File: config.mk
export PLATFORM = sky130hd
export DESIGN_NAME = fifo_sync_param
export DESIGN_NICKNAME = d
export VERILOG_FILES = /design/src/rtl/fifo_sync_param_pkg.sv /design/src/rtl/fifo_sync_param_ptr.sv /design/src/rtl/fifo_sync_param.sv
export SDC_FILE = /design/constraint.sdc
export NUM_CORES = 1
export LEC_CHECK = 0
export ABC_AREA = 1
export BUFFER_PORTS_ARGS = -buffer_cell sky130_fd_sc_hd__buf_2
export CORE_MARGIN = 5
export CORE_UTILIZATION = 66
export CTS_CLUSTER_DIAMETER = 30
export DETAILED_ROUTE_END_ITERATION = 6
export PLACE_DENSITY = 0.84
export SLEW_MARGIN = 10
export SYNTH_ARGS = -nofsm -noshare
export SYNTH_HDL_FRONTEND = slang
export SYNTH_SLANG_ARGS = --single-unit
File: constraint.sdc
create_clock -name clk -period 6.52 [get_ports clk]
set_clock_uncertainty 0.1 [all_clocks]
set_input_delay 0.326 -clock clk [delete_from_list [all_inputs] [get_ports clk]]
set_output_delay 0.326 -clock clk [all_outputs]
set_load 0.01 [all_outputs]
File: src/rtl/fifo_sync_param_pkg.sv
// rtl/fifo_sync_param_pkg.sv - shared constants, width helper and status type for fifo_sync_param
package fifo_sync_param_pkg;

  localparam int DEF_WIDTH = 16;
  localparam int DEF_DEPTH = 16;

  function automatic int cnt_w(input int depth);
    return $clog2(depth + 1);
  endfunction

  typedef struct packed {
    logic empty;
    logic almost_empty;
    logic almost_full;
    logic full;
    logic error;
    logic ovf_sticky;
    logic udf_sticky;
  } fifo_status_t;

endpackage

File: src/rtl/fifo_sync_param_ptr.sv
// rtl/fifo_sync_param_ptr.sv - pointer counter with enable, wrapping from DEPTH-1 to 0
module fifo_sync_param_ptr #(
  parameter int DEPTH = 16,
  parameter int PW    = (DEPTH > 1) ? $clog2(DEPTH) : 1
) (
  input  logic          clk,
  input  logic          reset,
  input  logic          en_i,
  output logic [PW-1:0] ptr_o
);

  logic [PW-1:0] ptr_q;
  logic [PW-1:0] ptr_d;

  // Explicit compare so non-power-of-two depths wrap correctly.
  always_comb begin
    ptr_d = ptr_q;
    if (en_i) begin
      ptr_d = (ptr_q == PW'(DEPTH - 1)) ? '0 : ptr_q + PW'(1);
    end
  end

  always_ff @(posedge clk) begin
    if (reset) begin
      ptr_q <= '0;
    end else begin
      ptr_q <= ptr_d;
    end
  end

  assign ptr_o = ptr_q;

endmodule

File: src/rtl/fifo_sync_param.sv
// rtl/fifo_sync_param.sv - synchronous FIFO with count, thresholds and sticky errors
// FIFO_SYNC_PARAM_FWFT_EN selects first-word-fall-through reads instead of registered reads.
module fifo_sync_param
  import fifo_sync_param_pkg::*;
#(
  parameter int WIDTH     = DEF_WIDTH,
  parameter int DEPTH     = DEF_DEPTH,
  parameter int AE_THRESH = 2,
  parameter int AF_THRESH = DEPTH - 2
) (
  input  logic                      clk,
  input  logic                      reset,
  input  logic                      push,
  input  logic                      pop,
  input  logic [WIDTH-1:0]          data_in,
  input  logic                      err_clr,
  output logic [WIDTH-1:0]          data_out,
  output logic                      rd_valid,
  output logic                      empty,
  output logic                      almost_empty,
  output logic                      almost_full,
  output logic                      full,
  output logic [cnt_w(DEPTH)-1:0]   count,
  output logic                      error,
  output logic                      ovf_sticky,
  output logic                      udf_sticky
);

  localparam int CW = cnt_w(DEPTH);
  localparam int PW = (DEPTH > 1) ? $clog2(DEPTH) : 1;

  logic [WIDTH-1:0] mem_q [DEPTH];
  logic [PW-1:0]    wr_ptr;
  logic [PW-1:0]    rd_ptr;
  logic [CW-1:0]    count_q;
  logic [CW-1:0]    count_d;
  fifo_status_t     status_q;
  fifo_status_t     status_d;
  logic             pop_ok;
  logic             push_ok;
  logic             push_rej;
  logic             pop_rej;

  assign pop_ok   = pop && !status_q.empty;
  assign push_ok  = push && (!status_q.full || pop_ok);
  assign push_rej = push && !push_ok;
  assign pop_rej  = pop && !pop_ok;
  assign count_d  = count_q + CW'(push_ok) - CW'(pop_ok);

  fifo_sync_param_ptr #(.DEPTH(DEPTH), .PW(PW)) u_wr_ptr (
    .clk   (clk),
    .reset (reset),
    .en_i  (push_ok),
    .ptr_o (wr_ptr)
  );

  fifo_sync_param_ptr #(.DEPTH(DEPTH), .PW(PW)) u_rd_ptr (
    .clk   (clk),
    .reset (reset),
    .en_i  (pop_ok),
    .ptr_o (rd_ptr)
  );

  always_ff @(posedge clk) begin
    if (!reset && push_ok) begin
      mem_q[wr_ptr] <= data_in;
    end
  end

  // Flags come from the next count so they always agree with count.
  always_comb begin
    status_d              = status_q;
    status_d.empty        = (count_d == '0);
    status_d.almost_empty = (count_d <= CW'(AE_THRESH));
    status_d.almost_full  = (count_d >= CW'(AF_THRESH));
    status_d.full         = (count_d == CW'(DEPTH));
    status_d.error        = push_rej || pop_rej;
    status_d.ovf_sticky   = push_rej ? 1'b1 : (err_clr ? 1'b0 : status_q.ovf_sticky);
    status_d.udf_sticky   = pop_rej  ? 1'b1 : (err_clr ? 1'b0 : status_q.udf_sticky);
  end

  always_ff @(posedge clk) begin
    if (reset) begin
      count_q                <= '0;
      status_q.empty         <= 1'b1;
      status_q.almost_empty  <= 1'b1;
      status_q.almost_full   <= 1'b0;
      status_q.full          <= 1'b0;
      status_q.error         <= 1'b0;
      status_q.ovf_sticky    <= 1'b0;
      status_q.udf_sticky    <= 1'b0;
    end else begin
      count_q  <= count_d;
      status_q <= status_d;
    end
  end

`ifdef FIFO_SYNC_PARAM_FWFT_EN
  assign data_out = mem_q[rd_ptr];
  assign rd_valid = !status_q.empty;
`else
  logic [WIDTH-1:0] data_out_q;
  logic             rd_valid_q;

  always_ff @(posedge clk) begin
    if (reset) begin
      data_out_q <= '0;
      rd_valid_q <= 1'b0;
    end else begin
      rd_valid_q <= pop_ok;
      if (pop_ok) begin
        data_out_q <= mem_q[rd_ptr];
      end
    end
  end

  assign data_out = data_out_q;
  assign rd_valid = rd_valid_q;
`endif

  assign count        = count_q;
  assign empty        = status_q.empty;
  assign almost_empty = status_q.almost_empty;
  assign almost_full  = status_q.almost_full;
  assign full         = status_q.full;
  assign error        = status_q.error;
  assign ovf_sticky   = status_q.ovf_sticky;
  assign udf_sticky   = status_q.udf_sticky;

endmodule
### Word-level counts from Yosys, hierarchy flattened

Memories as Yosys holds them, arrays and structs flattened. A register that Yosys moved wholly into a read port is not among the register bits.
Cells that the tools add are included.

* memories: 1
* bits of input ports: 21
* bits in writable memories: 256
* flip-flop bits (word level): 21
* output and inout bits: 29

Memories
* mem_q: depth 16, width 16, rd ports 1, clocked after Yosys merged registers in 1, write ports 1, line fifo_sync_param.sv:32 `logic [WIDTH-1:0] mem_q [DEPTH];`

* add/sub/neg operators: 4
* multiplexer cells: 7
* magnitude comparators: 2
* reduce and logical (&&, ||, !) cells: 15
* eq/ne operators: 3

Operators with widths (number)
* 4-bit by 1-bit adder with 4-bit output (second input constant): 2
* 4-bit equality test (second input constant): 2
* 4-bit 2-to-1 mux: 2
* 5-bit by 1-bit adder with 5-bit output: 1
* 5-bit equality test (second input constant): 1
* 5-bit by 4-bit greater-or-equal comparator with 1-bit output (second input constant): 1
* 5-bit by 2-bit <= comparator with 1-bit output (second input constant): 1
* 1-bit logical AND: 5
* 1-bit zero test: 5
* 5-bit zero test: 1
* 1-bit 2-to-1 mux: 5
* 5-bit by 1-bit subtractor with 5-bit output: 1
* 2-bit nonzero test: 2
* 1-bit logical OR: 2

### Logic depth before layout (Yosys ltp)

* depth after elaboration: 7
* mapped depth: 15

### Hierarchy

A second synthesis with hierarchy kept.

* cells, all modules: 1086
* area, all modules: 12020.3 um^2

By module, submodules not included
* fifo_sync_param: cells an instance 1028, seq. area each 8267.9 um^2, instances 1, area an instance 11629.9 um^2
* fifo_sync_param_ptr: cells an instance 29, seq. area each 80.1 um^2, instances 2, area an instance 195.2 um^2

### Worst setup path after synthesis

OpenSTA, ideal clock, no wires.

* kind: reg-to-reg
* from: register empty (netlist name)
* to: memory mem_q[11][0] (netlist bit), enable pin
* data arrival time: 2013 ps
* period minus slack after synthesis: 2523 ps
* buffers on the path: 0
* path slack: 3997 ps
* required time: 6011 ps
* stages on the path, launching flop included: 8
* setup time: 409 ps
* cell sequence: dfxtp_1 inv_1 nand2_4 nand2_1 nand2_1 inv_1 nand2_1 nor3_1

* longest elaborated chain between the ends: 7

RTL lines
* 1-bit zero test: line fifo_sync_param.sv:44 `assign pop_ok = pop && !status_q.empty;`
* 1-bit logical AND: line fifo_sync_param.sv:44
* 1-bit logical OR: line fifo_sync_param.sv:45 `assign push_ok = push && (!status_q.full || pop_ok);`
* 1-bit logical AND: line fifo_sync_param.sv:45
* 1-bit logical AND: line fifo_sync_param.sv:65 `if (!reset && push_ok) begin`
* 1-bit 2-to-1 mux: line fifo_sync_param.sv:65
* 1-bit 2-to-1 mux (not written as such): line fifo_sync_param.sv:66 `mem_q[wr_ptr] <= data_in;`
* end, declared: line fifo_sync_param.sv:32

No other way between the ends.

### Final worst setup path

* from: input port pop
* to: register almost_empty (netlist name)

* longest elaborated chain between the ends: 6

RTL lines
* start, declared: line fifo_sync_param.sv:14 `input logic pop,`
* 1-bit logical AND (*): line fifo_sync_param.sv:44
* 1-bit logical OR: line fifo_sync_param.sv:45
* 1-bit logical AND: line fifo_sync_param.sv:45
* 5-bit by 1-bit adder with 5-bit output: line fifo_sync_param.sv:48 `assign count_d = count_q + CW'(push_ok) - CW'(pop_ok);`
* 5-bit by 1-bit subtractor with 5-bit output (*): line fifo_sync_param.sv:48
* 5-bit by 2-bit <= comparator with 1-bit output (*): line fifo_sync_param.sv:74 `status_d.almost_empty = (count_d <= CW'(AE_THRESH));`

Every way passes the cells marked *; elsewhere a longest branch is shown, timed or not.
A chain may end at the register's enable or synchronous reset.

==> results.md <==
* H-tree depth at 2
* Pwr Density at 362.6 nW/um^2
* Hold Worst Slack at 0.05022 ns
* Met3 wire len at 3.389 mm
* Worst Hold Class: input port to flip-flop
* CTS buffer count at 46
* Seq pwr share at 0.416
* Dpl hpwl at 15.57 mm
* Clock network fraction of total power at 0.461
* RSZ-0062 raised after global routing: false
* WP data required at 6.90 ns
* Yosys top cell area share at 0.6217
* Vias per Instance at 5.919
* Hold Path End: count[0]$_SDFF_PP0_
* Number of global-route vias before repair at 8925
* FF-to-FF End: almost_empty$_SDFF_PP1_
* Final nets at 1272
* Sw Share at 0.2594
* Final WL at 30.40 mm
* Non-filler instance count after layout at 1512
* Top sig layer: met4
* Layout cells sized above 1 at 0.1245
* First-pass GRT wire length at 46.94 mm
* Post-CTS setup buffer count at 0
* DRT Pass-1 Iters at 7
* Pleak at 6.004 nW
* Syn nets at 1212
* Met2 wire length at 14.40 mm
* Leading area contributor after synthesis: edfxtp_1
* Clock tree sinks at 293
* Max-cap violation count at 0
* Synth Cell Area at 12360 sq um
* Post-synthesis cell count at 1180
* Most common cell after layout, fill and taps aside: nand2_1
* Most used cell, CP: inv_1
* Synth top area cells: edfxtp_1 (62%), nand2_1 (10%), nand3_1 (7.4%)
* Routability cong. at 0.7982
* Failing checks: design-rule violations
* Flop2flop setup slack at 3.49 ns
* Max_slew headroom at 0.1449
* Crit-path max FO at 37
* Initial DRC Count at 1291
* Clk root buf: clkbuf_16
* Placed insts at 1422
* Reg2Reg Depth at 14
* Core area at 18580 sq um
* Warnings from Yosys at 0
* Combinational share of power at 0.123
* Family with the most delay on the worst path: buffers and inverters
* Final total power at 5.189 mW
* Distinct cells, synth at 27
* Tmin final at 3.070 ns
* Tcrit/Tclk final at 0.4708
* Final Max Slew Viols at 0
* Worst reg2reg startpoint: empty$_SDFF_PP1_
* Setup Viol. Count Final at 0
* Initial antenna violation count at 1
* CP max-delay cell: inv_2
* Routed wire length per instance at 20.10 um
* Synthesis-stage register bit count at 293
* Initial Utilization at 0.6655
* Clk Latency, worst-skew pair at 0.53 ns
* Die height at 146.9 um
* DR vias at 8950
* Antenna viol nets, final at 0
* Buffers on Ports at 49
* Status: finished with violations
* CP cell instances: dlygate4sd3_1, buf_2, nand2_4, inv_2, ha_1, inv_1, ha_1, inv_1, fa_1, xor2_1, nor2_1, or2_2, inv_1, nand2_1, nor2_1
* Largest net degree at the start of global routing at 97
* Slowest stage delay, CP at 0.57 ns
* Worst Tran Pin Value at 1.281 ns
* Remaining DRCs at 7
* Internal power at 3.843 mW
* Peak supply drop at 276.4 uV
* Hold Crit Depth at 2
* Startpoint types: input port
* Switching power at 1.346 mW
* Crit. End Element: flip-flop
* Die area at 21570 sq um
* Boundary pin count at 50
* Global Route Usage Sum at 0.2807
* Worst-case clock buffer depth at 3
* Crit path DAT at 3.45 ns
* Die W at 146.9 um
* Fin util at 0.7702
* Standard-cell rows at 50
* Sequential fraction of the synthesis area at 0.6816
* Metal-1 WL at 11.26 mm
* Area grow syn2layout at 15.75%
* Fillcell total at 1029
* CTS tree: yes
* Overflow after GRT at 0
* Final hold vios at 0
* Critical path class: input port to flip-flop
* HP Start: reset
* Commonest cells after routing, fill and taps aside: nand2_1 (335), edfxtp_1 (256), nand3_1 (182)
* Syn avg cell area at 10.48 sq um
* Clk slew on worst S/H paths at 0.05 ns
* Setup TNS at 0 ns
* CP bufs+invs at 6
* Maximum clock frequency at 325.8 MHz
what timing repair did:
item | in CTS | in global routing
endpoints found under the hold margin | 4 | 0
hold buffers | 4 | 0
gates resized for setup | 0 | 0
worst max path at each step:
stage                startpoint                      end  slack, ns  cells past startpoint
2_1_floorplan  empty$_SDFF_PP1_   mem_q[11][0]$_DFFE_PP_       4.00                      7
3_3_place_gp                pop  almost_empty$_SDFF_PP1_       3.63                     14
3_5_place_dp                pop  almost_empty$_SDFF_PP1_       3.53                     14
4_1_cts                     pop  almost_empty$_SDFF_PP1_       3.53                     15
5_1_grt                     pop  almost_empty$_SDFF_PP1_       3.26                     15
6_report                    pop  almost_empty$_SDFF_PP1_       3.45                     15
cell usage after synthesis:
| master | number |
|---|---|
| o21ai_0 | 22 |
| nand2_1 | 335 |
| buf_6 | 9 |
| ha_1 | 10 |
| inv_1 | 181 |
| and3_1 | 1 |
| or2_2 | 1 |
| inv_4 | 1 |
| nand2_4 | 1 |
| nand3b_1 | 2 |
| clkinv_1 | 2 |
| buf_4 | 7 |
| dfxtp_1 | 37 |
| clkbuf_1 | 10 |
| inv_2 | 1 |
| a21o_1 | 1 |
| nand4_1 | 1 |
| nand3_1 | 182 |
| nor2_1 | 37 |
| buf_1 | 2 |
| fa_1 | 1 |
| a21oi_1 | 43 |
| buf_8 | 1 |
| edfxtp_1 | 256 |
| nor3_1 | 6 |
| buf_2 | 26 |
| xor2_1 | 4 |
kinds of logic after synthesis:
group                      after synthesis  share of synthesized area
and+or+nand+nor                        566                     0.1927
DFF                                    293                     0.6816
buffers and inverters                  240                    0.08419
AOI/OAI and AO/OA                       66                    0.02692
adders and majority gates               11                    0.01174
xor gates and xnor gates                 4                   0.002833
sequential cells by signal, indices dropped and copies added, names as in the netlist:
name and cells:
error 1, udf_sticky 1, almost_full 1, mem_q 256
count 5, data_out 16, almost_empty 1, ovf_sticky 1
full 1, rd_valid 1, empty 1, u_rd_ptr.ptr_o 4
u_wr_ptr.ptr_o 4
power groups by stage:
| stage | logic (mW) | registers [mW] | clock network, mW |
|---|---|---|---|
| final | 0.638 | 2.16 | 2.39 |
| after global routing | 0.705 | 2.16 | 2.49 |
| after CTS | 0.630 | 2.16 | 2.40 |
| after detailed placement | 0.611 | 2.19 | 0 |
| after global placement | 0.585 | 2.19 | 0 |
| after floorplan | 0.441 | 2.19 | 0 |
layer usage:
metal,vias to the layer above,GRT usage
met2,583,0.4513
met5,-,0
met1,4227,0.3712
li1,4008,-
met3,132,0.05953
met4,0,0.1308
through the flow:
| step | cell area, sq um | setup slack, ns |
|---|---|---|
| after floorplan | 12360 | 3.997 |
| after global placement | 12720 | 3.626 |
| after detailed placement | 12720 | 3.530 |
| after CTS | 14310 | 3.530 |
| after global routing | 14310 | 3.262 |
| final | 14310 | 3.450 |
cell type report:
| cell class | instances | area [sq um] | share of cell area |
|---|---|---|---|
| sequential | 293 | 8433 | 0.5893 |
| multi-input combinational | 647 | 2945 | 0.2058 |
| clock buffer | 61 | 1344 | 0.09390 |
| inverter | 185 | 696.9 | 0.04870 |
| timing repair buffer | 67 | 390.4 | 0.02728 |
| tap | 234 | 292.8 | 0.02046 |
| clock inverter | 24 | 206.4 | 0.01443 |
| antenna | 1 | 2.502 | 0.0001749 |
(Power assumes the default switching activity.)
